`config.mk`:
```
export PLATFORM = sky130hd
export DESIGN_NAME = line_echo
export DESIGN_NICKNAME = d
export VERILOG_FILES = /design/src/rtl/line_echo.sv
export SDC_FILE = /design/constraint.sdc
export NUM_CORES = 1
export LEC_CHECK = 0
export ABC_AREA = 1
export CAP_MARGIN = 40
export CORE_MARGIN = 1.5
export CORE_UTILIZATION = 35
export DETAILED_ROUTE_END_ITERATION = 6
export PLACE_DENSITY = 0.5
export SLEW_MARGIN = 0
export SYNTH_ARGS = -nofsm -noshare
export SYNTH_HDL_FRONTEND = slang
export SYNTH_SLANG_ARGS = --single-unit
export TNS_END_PERCENT = 20
```
`constraint.sdc`:
```
create_clock -name clk_i -period 2.5 [get_ports clk_i]
set_input_delay 0.75 -clock clk_i [delete_from_list [all_inputs] [get_ports clk_i]]
set_output_delay 0.75 -clock clk_i [all_outputs]
set_load 0.005 [all_outputs]
```
`src/rtl/line_echo.sv`:
```
// line_echo: collects bytes from the host into a line buffer. Each line is
// closed by TERM_CHAR or by the buffer filling up, and is then echoed back
// to the host. Input is held off (out_ready_o=0) while a line is replayed.
// Optional build macro LINE_ECHO_CRLF_EN: a line whose last byte is
// TERM_CHAR is followed by an extra LF (8'h0A) byte.
module line_echo #(
  parameter int          LINE_LEN  = 64,
  parameter logic [7:0]  TERM_CHAR = 8'h0D
) (
  input  logic        clk_i,
  input  logic        rstn_i,
  input  logic [7:0]  out_data_i,
  input  logic        out_valid_i,
  output logic        out_ready_o,
  output logic [7:0]  in_data_o,
  output logic        in_valid_o,
  input  logic        in_ready_i,
  output logic        busy_o,
  output logic [15:0] lines_o
);

  localparam int         PW       = $clog2(LINE_LEN) + 1;
  localparam int         AW       = $clog2(LINE_LEN);
  localparam logic [7:0] LF_CHAR  = 8'h0A;

  typedef enum logic [1:0] {
    ST_COLLECT,
    ST_REPLAY
`ifdef LINE_ECHO_CRLF_EN
    , ST_SEND_LF
`endif
  } state_t;

  state_t        r_state;
  state_t        w_next_state;
  logic [7:0]    r_buf [LINE_LEN];
  logic [PW-1:0] r_wr_ptr;
  logic [PW-1:0] r_rd_ptr;
  logic [PW-1:0] r_len;
  logic [15:0]   r_lines;
  logic          r_started;
`ifdef LINE_ECHO_CRLF_EN
  logic          r_term_last;
`endif

  logic w_out_xfer;
  logic w_in_xfer;
  logic w_line_end;
  logic w_last_byte;
  logic w_line_done;

  assign out_ready_o = r_started && (r_state == ST_COLLECT);
  assign in_valid_o  = (r_state != ST_COLLECT);
  assign busy_o      = (r_state != ST_COLLECT);
  assign lines_o     = r_lines;

  assign w_out_xfer  = out_valid_i && out_ready_o;
  assign w_in_xfer   = in_valid_o && in_ready_i;
  assign w_line_end  = (out_data_i == TERM_CHAR) || (r_wr_ptr == PW'(LINE_LEN - 1));
  assign w_last_byte = (r_rd_ptr == r_len - PW'(1));

`ifdef LINE_ECHO_CRLF_EN
  assign w_line_done = (r_state == ST_REPLAY && w_in_xfer && w_last_byte && !r_term_last) ||
                       (r_state == ST_SEND_LF && w_in_xfer);
`else
  assign w_line_done = (r_state == ST_REPLAY) && w_in_xfer && w_last_byte;
`endif

  // State register.
  always_ff @(posedge clk_i or negedge rstn_i) begin
    if (!rstn_i) begin
      r_state <= ST_COLLECT;
    end else begin
      r_state <= w_next_state;
    end
  end

  // Next-state decode and the replay data mux.
  always_comb begin
    // NOTE: every output of this block gets a default first, so no path can
    // leave a value unassigned and infer a latch.
    w_next_state = r_state;
    in_data_o    = 8'h00;
    case (r_state)
      ST_COLLECT: begin
        if (w_out_xfer && w_line_end) w_next_state = ST_REPLAY;
      end
      ST_REPLAY: begin
        in_data_o = r_buf[r_rd_ptr[AW-1:0]];
        if (w_in_xfer && w_last_byte) begin
`ifdef LINE_ECHO_CRLF_EN
          w_next_state = r_term_last ? ST_SEND_LF : ST_COLLECT;
`else
          w_next_state = ST_COLLECT;
`endif
        end
      end
`ifdef LINE_ECHO_CRLF_EN
      ST_SEND_LF: begin
        in_data_o = LF_CHAR;
        if (w_in_xfer) w_next_state = ST_COLLECT;
      end
`endif
      default: w_next_state = ST_COLLECT;
    endcase
  end

  // Pointers, latched line length and the completed-line counter.
  always_ff @(posedge clk_i or negedge rstn_i) begin
    if (!rstn_i) begin
      r_wr_ptr    <= '0;
      r_rd_ptr    <= '0;
      r_len       <= '0;
      r_lines     <= '0;
      r_started   <= 1'b0;
`ifdef LINE_ECHO_CRLF_EN
      r_term_last <= 1'b0;
`endif
    end else begin
      // NOTE: sequential state uses non-blocking assignments so every flop
      // samples pre-edge values regardless of statement order.
      r_started <= 1'b1;
      if (w_out_xfer) begin
        r_wr_ptr <= r_wr_ptr + PW'(1);
        if (w_line_end) begin
          r_len <= r_wr_ptr + PW'(1);
`ifdef LINE_ECHO_CRLF_EN
          r_term_last <= (out_data_i == TERM_CHAR);
`endif
        end
      end
      if ((r_state == ST_REPLAY) && w_in_xfer) begin
        if (w_last_byte) begin
          r_rd_ptr <= '0;
          r_wr_ptr <= '0;
        end else begin
          r_rd_ptr <= r_rd_ptr + PW'(1);
        end
      end
      if (w_line_done) r_lines <= r_lines + 16'd1;
    end
  end

  // Line buffer write port.
  // NOTE: the buffer is deliberately left out of reset; every byte is written
  // before it is replayed, so its power-up contents never reach the output.
  always_ff @(posedge clk_i) begin
    if (w_out_xfer) r_buf[r_wr_ptr[AW-1:0]] <= out_data_i;
  end

endmodule

```
==> impl_metrics.toml, run 1 <==
[routing]
drc_errors = 0
post_drt_wl_per_cell_um = 19.6
postRouteAntennaNets = 0
drt_pass1_iterations = 7
drt-initial-drc-count = 1438
vias = 17300
routed_wirelength_mm = 70.2
viasPerCell = 4.83

[setup_path]
critPathLaunchType = "flop"
path_class = "reg -> out"
slowest_stage = "dfrtp_4"
cpLargestDelayFamily = "simple AND/OR/NAND/NOR gates"
worstPathMaxFanout = 7
cp_data_required_time_ns = 1.75
crit_start = "r_rd_ptr[0]"
rr_startpoint = "r_rd_ptr[1]"
arrival_ns = 2.78
cpPeakStageDelay_ns = 0.58
cp.buffers_inverters = 5
worstPathCellList = "buf_12 -> buf_16 -> buf_12 -> buf_4 -> nor2_2 -> nor2_1 -> o21ai_1 -> nand3_1 -> nand3_2 -> nand2_1 -> nand2_1 -> nand2_2 -> nor2_4 -> nor2_4 -> buf_2"
cp-end-kind = "output pin"

[global_routing]
grt.met3_usage = 0.0320
busiest_layer = "met2"
grt.met1_usage = 0.278
grt_pass1_wl_mm = 105
antenna_found_initial = 3
overflow = 0
grt_max_degree = 65
track_usage = 0.199
grt_use_met2 = 0.323
grt_pass1_vias = 16900

[clock_network]
cts.sinks = 551
cts_buffers = 59
hold_buffers = 0
clock_latency_ns = 0.62
path_clk_slew_ns = 0.06
cts_buffer_depth = 3
root_buffer = "clkbuf_16"
cts_tree = "built"
h-tree-depth = 2

[synth]
syn_area_um2 = 24100
ys.warnings.count = 0
synth_area_per_cell_um2 = 10.1
synth_cell_types = 36
synth_seq_area_share = 0.678
async_reset_ff_frac = 0.0708
syn_inst = 2387
ys_ff_latch = 551
synth_ff_type = "edfxtp_1"
synth_edf_count = 512
synth_fp_nets = 2403

[placed_design]
detailed_place.area_um2 = 27200
hpwl_mm = 44.3
place_inst = 3430
place_congestion = 0.896
port_buffers = 38

[power]
irDropWorstVdd_v = 0.000644
p_leak_nw = 12.4
p_per_area_nw_per_um2 = 1090
power_mw = 32.9

[sta]
final_hold_viol_count = 0
post-route-period-util = 1.41
slew-limit-headroom = 0.376
setup_slack_ns = -1.03
rsz0062_at_grt = "true"
max_freq_mhz = 283
period_needed_ns = 3.53
worst_pin_slew_ns = 0.936
fin_skew_ns = 0.0166
finalSetupViolCount = 8
slew_viol_final = 0

[min_path]
worstHoldPathType = "in -> async"

[status]
failed_checks = "setup timing"
outcome = "finished with violations"

[final_layout]
nFillCells = 6437
drive_gt1_frac = 0.188
nNetsFinal = 2664
layout_common_cells = "nand2_1 (836), edfxtp_1 (512), inv_1 (219)"
fin_cells = 3581
area_growth_pct = 25.3
final_area_um2 = 30200
final_common_cell = "nand2_1"

[floorplanning]
ios = 39
die_area_um2 = 70500
start_util = 0.353
core_area_um2 = 68300
core.rowCount = 96
die_y_um = 265
die_w_um = 265

[flow_run]
drv_cap = 0
-- cell usage after synthesis (9+ instances only) --
cell	number	area, um^2
xnor2_1	10	87.6
nor2_1	247	927
a21oi_1	22	110
buf_2	67	335
edfxtp_1	512	15400
inv_1	222	833
xor2_1	14	123
nand2_1	862	3240
buf_4	17	128
dfrtp_1	39	976
clkbuf_1	19	71.3
o21ai_0	62	310
nand3_1	235	1180
nor3_1	9	45.0
-- per-layer routing --
metal	up-vias	share of wire
met5	-	0.00050
met4	6	0.021
met3	100	0.060
met2	462	0.47
met1	8399	0.45
li1	8314	-
-- kinds of logic (layout without fill, tap and decap cells) --
logic type | Yosys count | after routing | synth area share
AOI/OAI and AO/OA | 88 | 88 | 0.0188
adders and majority gates | 4 | 4 | 0.00208
and+or+nand+nor | 1373 | 1373 | 0.230
other | 1 | 2 | 0.000156
buffers and inverters | 345 | 656 | 0.0611
DFF | 551 | 551 | 0.678
xor gates and xnor gates | 25 | 25 | 0.00940
-- where the power goes --
| group | switching [mW] | total [mW] | internal [mW] |
|---|---|---|---|
| sequential | 0.184 | 10.4 | 10.2 |
| combinational | 8.25 | 13.8 | 5.55 |
| clock | 3.62 | 8.74 | 5.12 |
-- worst register-to-register path, stage by stage (launching register included) --
cell     delay [ns]
dfrtp_4        0.50
buf_12         0.17
buf_12         0.17
buf_4          0.18
nand2_1        0.09
nand3_1        0.08
nor3_1         0.15
nand2_1        0.09
nor2_2         0.13
nand2_4        0.12
inv_6          0.22
nand2_1        0.08
nand2_1        0.06
nand2_1        0.05
-- area by class of cell --
| class | instances | area (um^2) | share of cell area |
|---|---|---|---|
| inverter | 236 | 905 | 0.0300 |
| tap | 882 | 1100 | 0.0365 |
| sequential | 551 | 16400 | 0.542 |
| timing repair buffer | 308 | 3140 | 0.104 |
| clock inverter | 30 | 325 | 0.0108 |
| clock buffer | 81 | 1580 | 0.0523 |
| multi-input combinational | 1491 | 6770 | 0.224 |
| timing repair inverter | 1 | 11.3 | 0.000373 |
| antenna | 1 | 2.50 | 0.0000829 |
-- registers in the layout, indices dropped and copies added (netlist names) --
register,cells
r_started,1
r_wr_ptr,7
r_rd_ptr,7
lines_o,16
r_buf,512
r_state,1
r_len,7
-- worst paths after layout --
kind	endpoint	slack (ns)	cells past startpoint
max reg2reg	lines_o[5]	0.30	13
min in group clk_i	r_len[6]	0.51	2
min	lines_o[14]	0.23	1
min reg2reg	r_len[6]	0.51	2
max	in_data_o[0]	-1.03	15
max in group asynchronous	lines_o[3]	1.64	2
-- through the flow --
stage	TNS (ns)	setup slack (ns)	utilization	hold slack, ns
global route	-8.36	-1.10	0.442	0.278
detailed placement	-9.43	-0.864	0.399	0.502
floorplan	0	0.262	-	0.454
global placement	-8.59	-0.858	0.397	0.491
CTS	-8.05	-1.04	0.438	0.222
finish	-7.44	-1.03	0.442	0.233
-- what timing repair did --
action | in CTS | in global routing
endpoints found under the setup margin | 9 | 8
setup buffers | 34 | 7
resized for setup | 157 | 68
pin swaps | 60 | 51
cloned | 6 | 3
hold endpoints to repair | 0 | 0
Power figures use the tool's default switching activity.
==> run 2, diff against run 1 <==
- ABC_CLOCK_PERIOD_IN_PS: default -> 2500
==> results of run 2 <==
Same layout as run 1: the final DEF is identical, and so are final timing and power.
==> run 3, diff against run 2 <==
==> constraint.sdc (replaced) <==
create_clock -name clk_i -period 2.5 [get_ports clk_i]
set_input_delay 0.75 -clock clk_i [delete_from_list [all_inputs] [get_ports clk_i]]
set_output_delay 0.75 -clock clk_i [all_outputs]
set_load 0.02 [all_outputs]
==> run 3 against run 2 <==
Net effect:
- setup slack gained 0.021 ns
- the flow still finishes with violations (setup timing)
- wire length shrank 1.1%
- flip-flop and latch count did not move
- clock power decreased by 2%
- final cell count fell by 1.6%
- sequential power about the same
- die area unchanged
- power decreased by 1.5%
- fmax grew 0.60%
- first-iteration DRC count down 26%
- global-route usage decreased by 0.60 points
- register-to-register slack worse by 0.11 ns
==> impl_metrics.toml, run 3 (synthesized netlist as in run 1, its figures left out) <==
[final_layout]
largest_reg_flops = 512
antennaDiodeCount = 0
nNetsFinal = 2611
drive_gt1_frac = 0.166
layout_common_cells = "nand2_1 (841), edfxtp_1 (512), nor2_1 (222)"
fin_cells = 3524
final_common_cell = "nand2_1"
nFillCells = 6476
final_area_um2 = 29900
area_growth_pct = 23.9
fin_util = 0.437
seqCellArea_um2 = 16400
multiInputGateArea_um2 = 6660

[sta]
whs_ns = 0.188
worst_pin_slew_ns = 0.945
final_hold_viol_count = 0
post-route-period-util = 1.40
slew_viol_final = 0
max_freq_mhz = 285
rsz0062_at_grt = "true"
setup_slack_ns = -1.01
slew-limit-headroom = 0.370
finalSetupViolCount = 8
fin_skew_ns = 0.0220
period_needed_ns = 3.51

[global_routing]
grt_max_degree = 65
overflow = 0
grt_pass1_wl_mm = 102
track_usage = 0.193
grt_pass1_vias = 16600
antenna_found_initial = 0

[routing]
post_drt_wl_per_cell_um = 19.7
vias = 17000
drc_errors = 0
routed_wirelength_mm = 69.4
postRouteAntennaNets = 0
viasPerCell = 4.81
drt-initial-drc-count = 1064
drt_pass1_iterations = 5

[setup_path]
slowest_stage = "dfrtp_4"
worst-r2r-cell-count = 14
cp_data_required_time_ns = 1.75
worstSetupPathDepth = 15
rr_startpoint = "r_rd_ptr[0]"
cpLargestDelayFamily = "simple AND/OR/NAND/NOR gates"
worstPathCellList = "buf_12 -> buf_8 -> buf_12 -> nor2_1 -> nor2_1 -> o21ai_0 -> nand2_1 -> nand2_2 -> nand3_4 -> nor2_4 -> buf_4 -> nor2_2 -> nor2_1 -> nor2_2 -> buf_6"
arrival_ns = 2.76
cp-end-kind = "output pin"
crit_start = "r_rd_ptr[0]"
cpPeakStageDelay_ns = 0.51
cp.buffers_inverters = 5
worstPathMaxFanout = 10
critPathLaunchType = "flop"
crit_top_cell = "nor2_1"
path_class = "reg -> out"

[clock_network]
hold_buffers = 0
cts_buffers = 61
path_clk_slew_ns = 0.06
root_buffer = "clkbuf_16"
cts_buffer_depth = 3
clock_latency_ns = 0.65
cts.sinks = 551
h-tree-depth = 2
cts_tree = "built"

[min_path]
worstHoldPathType = "in -> async"

[power]
p_per_area_nw_per_um2 = 1090
p_sw_frac = 0.372
combinationalPowerShare = 0.417
power_frac_clock = 0.263
p_leak_nw = 12.3
p_seq_frac = 0.319
p_int_mw = 20.4
irDropWorstVdd_v = 0.000604
p_switching_mw = 12.1

[floorplanning]
start_util = 0.353
ios = 39
core.rowCount = 96
core_area_um2 = 68300
die_w_um = 265
die_area_um2 = 70500
die_y_um = 265

[status]
failed_checks = "setup timing"
outcome = "finished with violations"

[flow_run]
drv_cap = 0

[placed_design]
dp_slack_ns = -0.965
place_inst = 3383
place_congestion = 0.869
port_buffers = 38
detailed_place.area_um2 = 26900
hpwl_mm = 41.7
## run 3: cell count changes in the layout (fill, tap and decap cells not counted), sizes merged, moves of 2 or more
cell,change
clkinvlp,+2
dlygate4sd2,+4
dlymetal6s2s,+5
clkbuf,+2
bufinv,-4
clkinv,+9
buf,-65
bufbuf,+2
clkdlybuf4s50,-10
## run 3: power groups by stage
stage | registers, mW | clock network (mW) | logic (mW)
final | 10.4 | 8.55 | 13.5
after global routing | 10.4 | 9.09 | 14.7
after CTS | 10.4 | 8.75 | 12.1
after detailed placement | 10.6 | 0 | 11.3
after global placement | 10.6 | 0 | 11.3
after floorplan | 10.5 | 0 | 6.39
## run 3: path summary, 6_finish.rpt
kind                           endpoint  slack [ns]
max                        in_data_o[0]       -1.01
min                         lines_o[15]        0.19
max reg2reg                  lines_o[5]        0.19
min reg2reg                    r_len[6]        0.50
max in group asynchronous     r_started        1.66
min in group clk_i             r_len[6]        0.50
## run 3: area by class of cell
| class | count | share of cell area |
|---|---|---|
| Tap cell | 882 | 0.0369 |
| Clock buffer | 76 | 0.0544 |
| Timing Repair Buffer | 251 | 0.0961 |
| Timing Repair inverter | 3 | 0.00239 |
| Multi-Input combinational cell | 1491 | 0.223 |
| Inverter | 236 | 0.0308 |
| Sequential cell | 551 | 0.548 |
| Clock inverter | 34 | 0.00880 |
## run 3: layer usage
metal | vias to the layer above | wire (um) | GRT usage
li1 | 8207 | - | -
met1 | 8238 | 31000 | 0.264
met2 | 416 | 33100 | 0.316
met3 | 96 | 3800 | 0.0316
met4 | 0 | 1590 | 0.0536
met5 | - | 0 | 0
## run 3: what timing repair did
action / CTS / global route
pin swaps: 22 / 31
resized for setup: 108 / 111
gates cloned: 4 / 11
setup endpoints to repair: 14 / 14
setup buffers: 4 / 13
## run 3: per-stage QoR
step           setup TNS [ns]  power [mW]
6_report                -7.87        32.5
5_1_grt                 -8.87        34.1
4_1_cts                 -8.11        31.2
3_5_place_dp           -13.11        21.9
3_3_place_gp           -11.95        21.8
2_1_floorplan               0        16.9
